===== src/rtl/bcd_down_timer.sv =====
// bcd_down_timer
//   Loadable multi-digit BCD down-counter/timer. A preset is loaded, counted
//   down to zero on qualified ticks, and terminal count is flagged with a
//   one-cycle done pulse. With AUTO_RELOAD=1 the preset is reloaded on the
//   tick after zero, giving a programmable mod-(preset+1) counter.
//
// Ports
//   clk       in   1         rising-edge clock
//   rst       in   1         asynchronous, active-low reset
//   load      in   1         capture load_val into cnt and preset (digits > 9 clamp to 9)
//   load_val  in   4*DIGITS  BCD preset, digit 0 in [3:0]
//   start     in   1         begin/resume counting
//   stop      in   1         pause counting, hold cnt
//   tick      in   1         count qualifier, one decrement per tick while running
//   cnt       out  4*DIGITS  current BCD count
//   zero      out  1         cnt == 0
//   done      out  1         one-cycle pulse when cnt reaches 0
//   busy      out  1         counter is running
//   err       out  1         one-cycle pulse, last load_val had a digit > 9
module bcd_down_timer #(
   parameter int DIGITS      = 2,
   parameter bit AUTO_RELOAD = 1'b0
) (
   input  logic                clk,
   input  logic                rst,
   input  logic                load,
   input  logic [4*DIGITS-1:0] load_val,
   input  logic                start,
   input  logic                stop,
   input  logic                tick,
   output logic [4*DIGITS-1:0] cnt,
   output logic                zero,
   output logic                done,
   output logic                busy,
   output logic                err
);

   localparam int W = 4 * DIGITS;

   typedef enum logic [1:0] {
      IDLE = 2'd0,
      RUN  = 2'd1,
      DONE = 2'd2
   } state_t;

   state_t         state, state_nxt;
   logic [W-1:0]   preset, preset_nxt;
   logic [W-1:0]   cnt_nxt;
   logic           done_nxt, err_nxt;
   logic [W-1:0]   load_clamped;
   logic           load_bad;
   logic [W-1:0]   cnt_dec;

   // Replace any non-BCD digit with 9 so cnt/preset always hold legal BCD.
   function automatic logic [W-1:0] clamp_bcd(input logic [W-1:0] v);
      logic [W-1:0] r;
      logic [3:0]   d;
      r = '0;
      for (int i = 0; i < DIGITS; i++) begin
         d = v[4*i +: 4];
         r[4*i +: 4] = (d > 4'd9) ? 4'd9 : d;
      end
      return r;
   endfunction

   function automatic logic has_bad_digit(input logic [W-1:0] v);
      logic bad;
      bad = 1'b0;
      for (int i = 0; i < DIGITS; i++) begin
         if (v[4*i +: 4] > 4'd9) bad = 1'b1;
      end
      return bad;
   endfunction

   // BCD decrement: a zero digit becomes 9 and passes the borrow upward, so
   // a run of zero digits all wrap in the same cycle (0x100 -> 0x099).
   function automatic logic [W-1:0] bcd_dec(input logic [W-1:0] v);
      logic [W-1:0] r;
      logic [3:0]   d;
      logic         borrow;
      r      = v;
      borrow = 1'b1;
      for (int i = 0; i < DIGITS; i++) begin
         d = v[4*i +: 4];
         if (borrow) begin
            if (d == 4'd0) begin
               r[4*i +: 4] = 4'd9;
            end else begin
               r[4*i +: 4] = d - 4'd1;
               borrow      = 1'b0;
            end
         end
      end
      return r;
   endfunction

   assign load_clamped = clamp_bcd(load_val);
   assign load_bad     = has_bad_digit(load_val);
   assign cnt_dec      = bcd_dec(cnt);

   // NOTE: every registered value is assigned with <= so all flops sample the
   // same pre-edge values; blocking assignments here would create ordering races.
   always_ff @(posedge clk or negedge rst) begin
      if (!rst) begin
         state  <= IDLE;
         cnt    <= '0;
         preset <= '0;
         done   <= 1'b0;
         err    <= 1'b0;
      end else begin
         state  <= state_nxt;
         cnt    <= cnt_nxt;
         preset <= preset_nxt;
         done   <= done_nxt;
         err    <= err_nxt;
      end
   end

   // Priority: load > stop > start > tick.
   always_comb begin
      // NOTE: defaults first so every path assigns every output; a missed
      // branch would otherwise infer a latch.
      state_nxt  = state;
      cnt_nxt    = cnt;
      preset_nxt = preset;
      done_nxt   = 1'b0;
      err_nxt    = 1'b0;

      if (load) begin
         cnt_nxt    = load_clamped;
         preset_nxt = load_clamped;
         err_nxt    = load_bad;
         state_nxt  = IDLE;
      end else if (stop) begin
         if (state == RUN) state_nxt = IDLE;
      end else begin
         unique case (state)
            IDLE: begin
               if (start) begin
                  if (cnt != '0) begin
                     state_nxt = RUN;
                  end else if (preset != '0) begin
                     cnt_nxt   = preset;
                     state_nxt = RUN;
                  end
               end
            end
            DONE: begin
               if (start && preset != '0) begin
                  cnt_nxt   = preset;
                  state_nxt = RUN;
               end
            end
            RUN: begin
               if (tick) begin
                  if (cnt != '0) begin
                     cnt_nxt = cnt_dec;
                     // done is registered alongside the 1 -> 0 step so it
                     // coincides with the first cycle cnt reads zero.
                     if (cnt_dec == '0) begin
                        done_nxt = 1'b1;
                        if (!AUTO_RELOAD) state_nxt = DONE;
                     end
                  end else if (AUTO_RELOAD && preset != '0) begin
                     cnt_nxt = preset;
                  end else begin
                     state_nxt = DONE;
                  end
               end
            end
            default: state_nxt = IDLE;
         endcase
      end
   end

   assign zero = (cnt == '0);
   assign busy = (state == RUN);

endmodule

===== config.mk =====
export PLATFORM = sky130hd
export DESIGN_NAME = bcd_down_timer
export DESIGN_NICKNAME = d
export VERILOG_FILES = /design/src/rtl/bcd_down_timer.sv
export SDC_FILE = /design/constraint.sdc
export NUM_CORES = 1
export LEC_CHECK = 0
export CORE_ASPECT_RATIO = 1.1
export CORE_MARGIN = 2
export CORE_UTILIZATION = 52
export DETAILED_ROUTE_END_ITERATION = 10
export GPL_TIMING_DRIVEN = 0
export PLACE_DENSITY_LB_ADDON = 0.25
export SLEW_MARGIN = 20
export SYNTH_ARGS = -nofsm -noshare
export SYNTH_HDL_FRONTEND = slang
export SYNTH_SLANG_ARGS = --single-unit

===== constraint.sdc =====
create_clock -name clk -period 5.4 [get_ports clk]
set_clock_uncertainty 0.1 [all_clocks]
set_input_delay 0.81 -clock clk [delete_from_list [all_inputs] [get_ports clk]]
set_output_delay 0.81 -clock clk [all_outputs]
set_load 0.1 [all_outputs]

==> results.ini, run 1 <==
[run_status]
status = finished, final reports clean

[run]
cap_violations = 0

[worst_setup_path]
crit_arrival_ns = 2.93
critPathKind = reg2out
worstPathCellList = nand2b_1, clkbuf_1, inv_1, clkbuf_1, clkdlybuf4s50_1
critical_path_buf_inv_count = 4
crit_start = state[1]$_DFFE_PN0P_
worstSetupEndpointType = primary output
rr_worst_depth = 6
startpoint_type = flip-flop
max_stage_delay_ns = 1.22
cp.required_ns = 4.49
worstPathMaxFanout = 10
critPathSlowestCell = clkdlybuf4s50_1
worstReg2RegStart = cnt[0]$_DFFE_PN0P_
critPathMostFrequentCell = clkbuf_1
path_delay_family = buffers and inverters
r2r_setup_slack_ns = 3.11
r2r-end = cnt[5]$_DFFE_PN0P_

[cells_and_area]
final_common_cell = clkdlybuf4s50_1
antenna_cells = 0
syn_to_final_growth_pct = 25.6
most-common-layout-cells = clkdlybuf4s50_1 (25), dfrtp_1 (20), nor2_1 (17)
finalNetCount = 181
fillers = 189
drive_above_1_share = 0.0727
finalNonFillerCells = 195

[sta]
period_share = 0.712
fmax_ghz = 0.260
finalHoldViolations = 0
relSlewSlack = 0.354
layout_min_cycle_time_ns = 3.84
worst_slew_pin_slew_ns = 0.966
drv_slew = 0
fin_ws_ns = 1.56
whs_ns = 0.434
finalSetupTns_ns = 0
finalSetupViolCount = 0
rsz0062_at_grt = no

[clock_network]
cts-root-to-sink-buffers = 2
cts_num_sinks = 20
htreeDepth = 1
post-cts-setup-buffer-count = 0
clk_pin_slew_ns = 0.11
post_cts_resized = 0
cts_made_buffers = 3
cts_tree = yes
cts-root-buf = clkbuf_4
hold_buffers = 0
insertion_delay_ns = 0.31

[global_route]
grt_start_max_net_pins = 21
grt_pass1_vias = 1070
grt_remaining_overflow = 0
antenna_found_initial = 0
grt_pass1_wl_um = 4760
grt_use_total = 0.236

[pwr]
switching_power_uw = 166
pwr-share-seq = 0.445
powerDensity_nw_per_um2 = 266
p_comb_frac = 0.377
sw_frac_of_total = 0.411
p_leak_uw = 0.000623
ir_drop_v = 0.000207
share_clk_of_total_power = 0.178
total_power_uw = 405
internal-power_uw = 239

[logic_synthesis]
synth_edf_count = 0
yosysSeqAreaShare = 0.413
ys_ff_latch = 20
async_flop_share = 1.00
yosysUniqueCellTypes = 40
netlist_instances = 137
synth.cell_area_um2 = 1210
synth_area_per_cell_um2 = 8.84
synth_ff_type = dfrtp_1
synth_nets = 151
yosysWarningCount = 0

[detailed_routing]
ant_nets = 0
drc = 0
wl_per_cell_um = 14.7
drtIter0Drc = 39
drt_wl_total_um = 2860
dr_total_vias = 1164
first_pass_iters = 4
via_per_inst = 5.97

[placement]
place_ws_ns = 1.92
place.gp.congestion = 0.822
hpwl_um = 2120
io_buffers = 25
placedCellCount = 192

[floorplan]
core_area_um2 = 2230
die-area_um2 = 2730
row_count = 18
start_util = 0.543
die_y_um = 54.6
die_w_um = 50.0
io-pin-count = 26

[hold_path]
hp-start = preset[4]$_DFFE_PN0P_
worstHoldEndpoint = preset[4]$_DFFE_PN0P_
hold_class = reg2reg
hold_depth = 2

## final cells by class
class	count	area (µm²)	share of cell area
sequential	20	500	0.329
clock buffer	3	22.5	0.0148
inverter	7	26.3	0.0173
multi-input combinational	103	643	0.423
timing repair buffer	25	250	0.164
buffer	7	41.3	0.0271
tap	30	37.5	0.0247
## how the worst max path moves through the flow
stage | end | slack (ns) | depth (start not counted)
2_1_floorplan | zero | 2.33 | 4
3_3_place_gp | busy | 1.93 | 5
3_5_place_dp | busy | 1.92 | 5
4_1_cts | busy | 1.56 | 5
5_1_grt | busy | 1.45 | 5
6_report | busy | 1.56 | 5
## power by group through the flow
stage / Clock, µW / Combinational, µW / Sequential [µW]
floorplan: 0 / 60.7 / 230
global placement: 0 / 151 / 182
detailed placement: 0 / 153 / 183
CTS: 75.4 / 153 / 180
global route: 77.2 / 164 / 183
finish: 72.0 / 153 / 180
## worst register-to-register path, cell delays in order (launching register included)
cell,delay [ns]
dfrtp_1,0.48
nor4_1,0.52
nand2_1,0.26
o2111ai_2,0.29
buf_6,0.20
mux2i_1,0.22
mux2i_1,0.09
## cells by family (layout without fill, tap and decap cells)
family                 count (synthesis)  after routing  share of synthesized area
AND/OR/NAND/NOR                       54             54                      0.240
AO/OA/AOI/OAI                         43             43                      0.243
flip-flops                            20             20                      0.413
buffers and inverters                 14             42                     0.0558
multiplexers                           5              5                     0.0413
XOR/XNOR                               1              1                    0.00723
## registers in the layout (all words and copies together), names as in the netlist
name and count:
cnt 8, err 1, preset 8, done 1, state 2
## synth_stat cells, drive strengths merged (2+ instances only)
| library cell | n | share of area |
|---|---|---|
| nand3b | 4 | 0.025 |
| nand2b | 2 | 0.010 |
| nand3 | 3 | 0.012 |
| inv | 7 | 0.022 |
| buf | 2 | 0.019 |
| and3 | 2 | 0.010 |
| nand2 | 8 | 0.025 |
| a21oi | 4 | 0.017 |
| nor2 | 17 | 0.053 |
| and2 | 2 | 0.011 |
| o21ai | 17 | 0.073 |
| clkbuf | 5 | 0.015 |
| nor3 | 3 | 0.012 |
| or4 | 2 | 0.015 |
| o41ai | 2 | 0.014 |
| mux2i | 5 | 0.041 |
| a31oi | 6 | 0.031 |
| nor4 | 5 | 0.026 |
| dfrtp | 20 | 0.41 |
| o211ai | 3 | 0.023 |
| nor3b | 2 | 0.012 |
| o311ai | 2 | 0.021 |
| nor4b | 2 | 0.014 |
| o21a | 2 | 0.012 |
## per-stage QoR
step	util	area [µm²]
2_1_floorplan	-	1210
3_3_place_gp	0.672	1500
3_5_place_dp	0.672	1500
4_1_cts	0.682	1520
5_1_grt	0.682	1520
6_report	0.682	1520
## per-layer routing
layer  global-route usage  vias up  share of wire
met3               0.0355        5          0.042
met5                    0        -              0
met2                0.417       36           0.51
met1                0.289      551           0.43
met4                0.106        0          0.019
li1                     -      572              -
No activity file was read; power rests on OpenSTA's default activity.
==> run 2, diff against run 1 <==
--- a/config.mk
+++ b/config.mk
@@ -7,7 +7,7 @@
 export LEC_CHECK = 0
 export CORE_ASPECT_RATIO = 1.1
 export CORE_MARGIN = 2
-export CORE_UTILIZATION = 52
+export CORE_UTILIZATION = 45
 export DETAILED_ROUTE_END_ITERATION = 10
 export GPL_TIMING_DRIVEN = 0
 export PLACE_DENSITY_LB_ADDON = 0.25
==> constraint.sdc (replaced) <==
create_clock -name clk -period 3.4 [get_ports clk]
set_clock_uncertainty 0.1 [all_clocks]
set_input_delay 0.51 -clock clk [delete_from_list [all_inputs] [get_ports clk]]
set_output_delay 0.51 -clock clk [all_outputs]
set_load 0.1 [all_outputs]
==> run 2 against run 1 <==
Global-route usage decreased by 0.45 points. Cell area rose by 2.0%. Sequential cell count is the same. Clock power grew to 2.8 times the previous value. Critical path type unchanged. Critical path depth stayed put. First-iteration DRC count shrank 10%. Count of clock-buffer cells in the layout unchanged. Highest routed layer unchanged. Hold slack got worse by 0.0010 ns. Die area grew 14%. Final cell count increased by 1.0%.
==> results.ini, run 2 (synthesis gave the netlist of run 1 again) <==
[cells_and_area]
final_common_cell = clkdlybuf4s50_1
finalNonFillerCells = 197
drive_above_1_share = 0.0783
final_util = 0.616
finalNetCount = 181
antenna_cells = 0
syn_to_final_growth_pct = 28.1
most-common-layout-cells = clkdlybuf4s50_1 (23), dfrtp_1 (20), nor2_1 (17)
reg_top3 = cnt (8), preset (8), state (2)

[clock_network]
clk_pin_slew_ns = 0.13
htreeDepth = 1
cts-root-to-sink-buffers = 2
cts_made_buffers = 3
insertion_delay_ns = 0.32
cts_num_sinks = 20
hold_buffers = 0
cts_tree = yes
cts-root-buf = clkbuf_4

[floorplan]
die-area_um2 = 3120
die_w_um = 53.5
io-pin-count = 26
start_util = 0.481
core_area_um2 = 2520
die_y_um = 58.4
row_count = 19

[global_route]
grt_use_total = 0.232
antenna_found_initial = 0
grt_pass1_vias = 1182
grt_start_max_net_pins = 21
grt_remaining_overflow = 0
grt_pass1_wl_um = 5310

[detailed_routing]
dr_total_vias = 1187
drtIter0Drc = 35
first_pass_iters = 4
drc = 0
via_per_inst = 6.03
wl_per_cell_um = 15.9
ant_nets = 0
drt_wl_total_um = 3140

[pwr]
powerDensity_nw_per_um2 = 474
share_clk_of_total_power = 0.275
ir_drop_v = 0.000287
switching_power_uw = 278
total_power_uw = 735
internal-power_uw = 456
sw_frac_of_total = 0.379
pwr-share-seq = 0.392
p_leak_uw = 0.000643
p_comb_frac = 0.333

[worst_setup_path]
worstSetupEndpointType = primary output
worstPathMaxFanout = 10
crit_arrival_ns = 2.66
rr_worst_depth = 6
critPathKind = reg2out
cp.required_ns = 2.79
startpoint_type = flip-flop

[sta]
finalHoldViolations = 0
whs_ns = 0.433
layout_min_cycle_time_ns = 3.27
rsz0062_at_grt = no
fmax_ghz = 0.306
worst_slew_pin_slew_ns = 0.969
drv_slew = 0
finalSetupTns_ns = 0
period_share = 0.962
relSlewSlack = 0.352
finalSetupViolCount = 0

[hold_path]
hold_depth = 1
hold_class = reg2reg

[placement]
placedCellCount = 193
hpwl_um = 2290
io_buffers = 25
place.gp.congestion = 0.787

[run]
cap_violations = 0

[run_status]
status = finished, final reports clean

## run 2: cell types whose count changed in the layout (fill, tap and decap cells not counted)
cell,before,now
clkdlybuf4s50_1,25,23
clkdlybuf4s15_1,0,1
dlygate4sd2_1,0,1
bufinv_16,0,1
## run 2: layout make-up
cell class,instances,area (µm²)
timing repair buffer,25,249
clock buffer,3,22.5
fill,241,968
buffer,7,41.3
sequential,20,500
tap,31,38.8
clock inverter,1,30.0
inverter,7,26.3
multi-input combinational,103,643
## run 2: power groups by stage
stage | logic (µW) | clock network, µW | registers [µW]
2_1_floorplan | 96.4 | 0 | 365
3_3_place_gp | 240 | 0 | 289
4_1_cts | 245 | 205 | 287
5_1_grt | 261 | 213 | 291
3_5_place_dp | 245 | 0 | 291
6_report | 244 | 202 | 288
## run 2: worst paths after layout
| kind | startpoint | slack (ns) | to |
|---|---|---|---|
| max | state[1]$_DFFE_PN0P_ | 0.13 | busy |
| min in group asynchronous | rst | 0.59 | cnt[4]$_DFFE_PN0P_ |
| min reg2reg | preset[6]$_DFFE_PN0P_ | 0.43 | preset[6]$_DFFE_PN0P_ |
| max reg2reg | cnt[1]$_DFFE_PN0P_ | 1.07 | cnt[1]$_DFFE_PN0P_ |
| min | preset[6]$_DFFE_PN0P_ | 0.43 | preset[6]$_DFFE_PN0P_ |
| max in group asynchronous | rst | 2.00 | state[0]$_DFFE_PN0P_ |
## run 2: stage by stage
step | worst slack, ns | area, µm²
after floorplan | 0.630 | 1210
after global placement | 0.192 | 1500
after detailed placement | 0.168 | 1500
after CTS | 0.128 | 1550
after global routing | 0.00394 | 1550
final | 0.130 | 1550
## run 2: metal layers
metal	GRT usage	share of wire	up-vias
met5	0	0	-
met3	0.0355	0.064	8
li1	-	-	567
met1	0.282	0.41	570
met2	0.395	0.51	42
met4	0.110	0.019	0
## run 2: what timing repair did
| action | 4_1_cts | 5_1_grt |
|---|---|---|
| gates resized for setup | 2 | 1 |
| setup endpoints to repair | 2 | 1 |
| buffers inserted | 0 | 0 |
## run 2: worst max-delay path, cell delays in order, from the launching register on
cell,delay (ns)
dfrtp_1,0.44
nand2b_1,0.19
clkbuf_1,0.25
inv_1,0.20
clkbuf_1,0.39
clkdlybuf4s15_1,0.89
==> run 3, diff against run 2 <==
--- a/config.mk
+++ b/config.mk
@@ -7,11 +7,14 @@
 export LEC_CHECK = 0
 export CORE_ASPECT_RATIO = 1.1
 export CORE_MARGIN = 2
-export CORE_UTILIZATION = 45
+export CORE_UTILIZATION = 52
 export DETAILED_ROUTE_END_ITERATION = 10
+export DONT_BUFFER_PORTS = 1
 export GPL_TIMING_DRIVEN = 0
+export MAX_ROUTING_LAYER = met4
 export PLACE_DENSITY_LB_ADDON = 0.25
 export SLEW_MARGIN = 20
 export SYNTH_ARGS = -nofsm -noshare
 export SYNTH_HDL_FRONTEND = slang
 export SYNTH_SLANG_ARGS = --single-unit
+export TNS_END_PERCENT = 5
==> run 3 against run 2 <==
Sequential cell count unchanged. Register-to-register slack got worse by 0.57 ns. Combinational power decreased by 51%. Cell area decreased by 16%. Global-route usage increased by 0.86 points. Power decreased by 14%. First-iteration DRC count decreased by 23%. Sequential power increased by 28%.
==> results.ini, run 3 (synthesis gave the netlist of run 1 again) <==
[pwr]
p_leak_uw = 0.000533
ir_drop_v = 0.000315
sw_frac_of_total = 0.416
pwr-share-seq = 0.583
powerDensity_nw_per_um2 = 487
p_comb_frac = 0.189
share_clk_of_total_power = 0.228
switching_power_uw = 263
internal-power_uw = 370

[floorplan]
die_w_um = 50.0
row_count = 18
core_area_um2 = 2230
die-area_um2 = 2730
die_y_um = 54.6
start_util = 0.543
io-pin-count = 26

[cells_and_area]
multi_input_area_um2 = 643
finalNonFillerCells = 172
final_util = 0.583
finalNetCount = 157
antenna_cells = 0
syn_to_final_growth_pct = 7.33
drive_above_1_share = 0.106
ff_latch_area_um2 = 500
most-common-layout-cells = dfrtp_1 (20), nor2_1 (17), o21ai_0 (13)
fillers = 201
reg_top3 = cnt (8), preset (8), state (2)
final_common_cell = dfrtp_1

[clock_network]
cts-root-to-sink-buffers = 2
cts_num_sinks = 20
htreeDepth = 1
clk_pin_slew_ns = 0.13
insertion_delay_ns = 0.31
cts-root-buf = clkbuf_4
cts_made_buffers = 3
cts_tree = yes

[detailed_routing]
drtIter0Drc = 27
ant_nets = 0
via_per_inst = 6.33
drc = 0
first_pass_iters = 6
dr_total_vias = 1089
drt_wl_total_um = 2830
wl_per_cell_um = 16.4

[sta]
worst_slew_pin_slew_ns = 1.10
layout_min_cycle_time_ns = 3.17
relSlewSlack = 0.267
finalSetupTns_ns = 0
finalHoldViolations = 0
finalSetupViolCount = 0
period_share = 0.932
fmax_ghz = 0.316
rsz0062_at_grt = no
drv_slew = 0

[global_route]
grt_use_total = 0.240
grt_pass1_wl_um = 4830
grt_start_max_net_pins = 21
grt_remaining_overflow = 0
grt_pass1_vias = 1053
antenna_found_initial = 0

[worst_setup_path]
critPathKind = reg2out
cp.required_ns = 2.79
r2r_setup_slack_ns = 0.50
startpoint_type = flip-flop
max_stage_delay_ns = 0.83
crit_arrival_ns = 2.56
worstSetupEndpointType = primary output
worstPathCellList = nor4_1, nand2_1, clkinvlp_4
critPathSlowestCell = dfrtp_1
worstPathMaxFanout = 9

[placement]
io_buffers = 0
placedCellCount = 167
hpwl_um = 2040
place.gp.congestion = 0.786

[run]
cap_violations = 0

[hold_path]
hold_class = in2reg

[run_status]
status = finished, final reports clean

## run 3: timing repair
item,CTS,global route
endpoints found under the hold margin,20,0
setup endpoints to repair,0,1
hold buffers,1,0
gates resized for setup,0,1
buffers inserted,0,0
## run 3: path summary, 6_finish.rpt
check | start | endpoint | depth (start not counted)
worst max-delay path | cnt[0]$_DFFE_PN0P_ | zero | 3
worst min-delay path | stop | state[1]$_DFFE_PN0P_ | 1
worst max register to register | cnt[0]$_DFFE_PN0P_ | cnt[7]$_DFFE_PN0P_ | 6
worst min register to register | preset[6]$_DFFE_PN0P_ | preset[6]$_DFFE_PN0P_ | 1
max in group asynchronous | rst | preset[1]$_DFFE_PN0P_ | 1
min in group asynchronous | rst | state[0]$_DFFE_PN0P_ | 1
## run 3: per-stage QoR
step	instance area [µm²]	hold WS, ns	setup WS (ns)	total power, µW
finish	1300	0.184	0.231	633
global route	1300	0.202	0.0270	663
CTS	1300	0.189	0.0164	635
detailed placement	1250	0.115	0.364	487
global placement	1250	0.115	0.383	483
floorplan	1210	0.114	0.630	462
## run 3: power by group through the flow
| stage | logic, µW | clock network (µW) | registers, µW |
|---|---|---|---|
| final | 120 | 144 | 369 |
| after global routing | 135 | 155 | 373 |
| after CTS | 120 | 146 | 368 |
| after detailed placement | 114 | 0 | 373 |
| after global placement | 110 | 0 | 372 |
| after floorplan | 96.4 | 0 | 365 |
## run 3: critical path: cells and delay by family (launching register included)
kind,cells,cell delay (ns)
flops,1,0.83
buf+inv,1,0.44
simple gates,2,0.97
## run 3: metal layers
metal	up-vias	GRT usage	wire length (µm)
li1	521	-	-
met1	534	0.290	1200
met2	30	0.423	1470
met3	4	0.0328	129
met4	0	0.0741	29
met5	-	-	0
## run 3: cell type report
cell class / count / area share
flip-flops and latches: 20 / 0.385
clock buffers: 4 / 0.0279
inverters: 7 / 0.0231
multi-input cells: 103 / 0.495
repair buffers: 1 / 0.00770
plain buffers: 7 / 0.0327
well taps: 30 / 0.0289
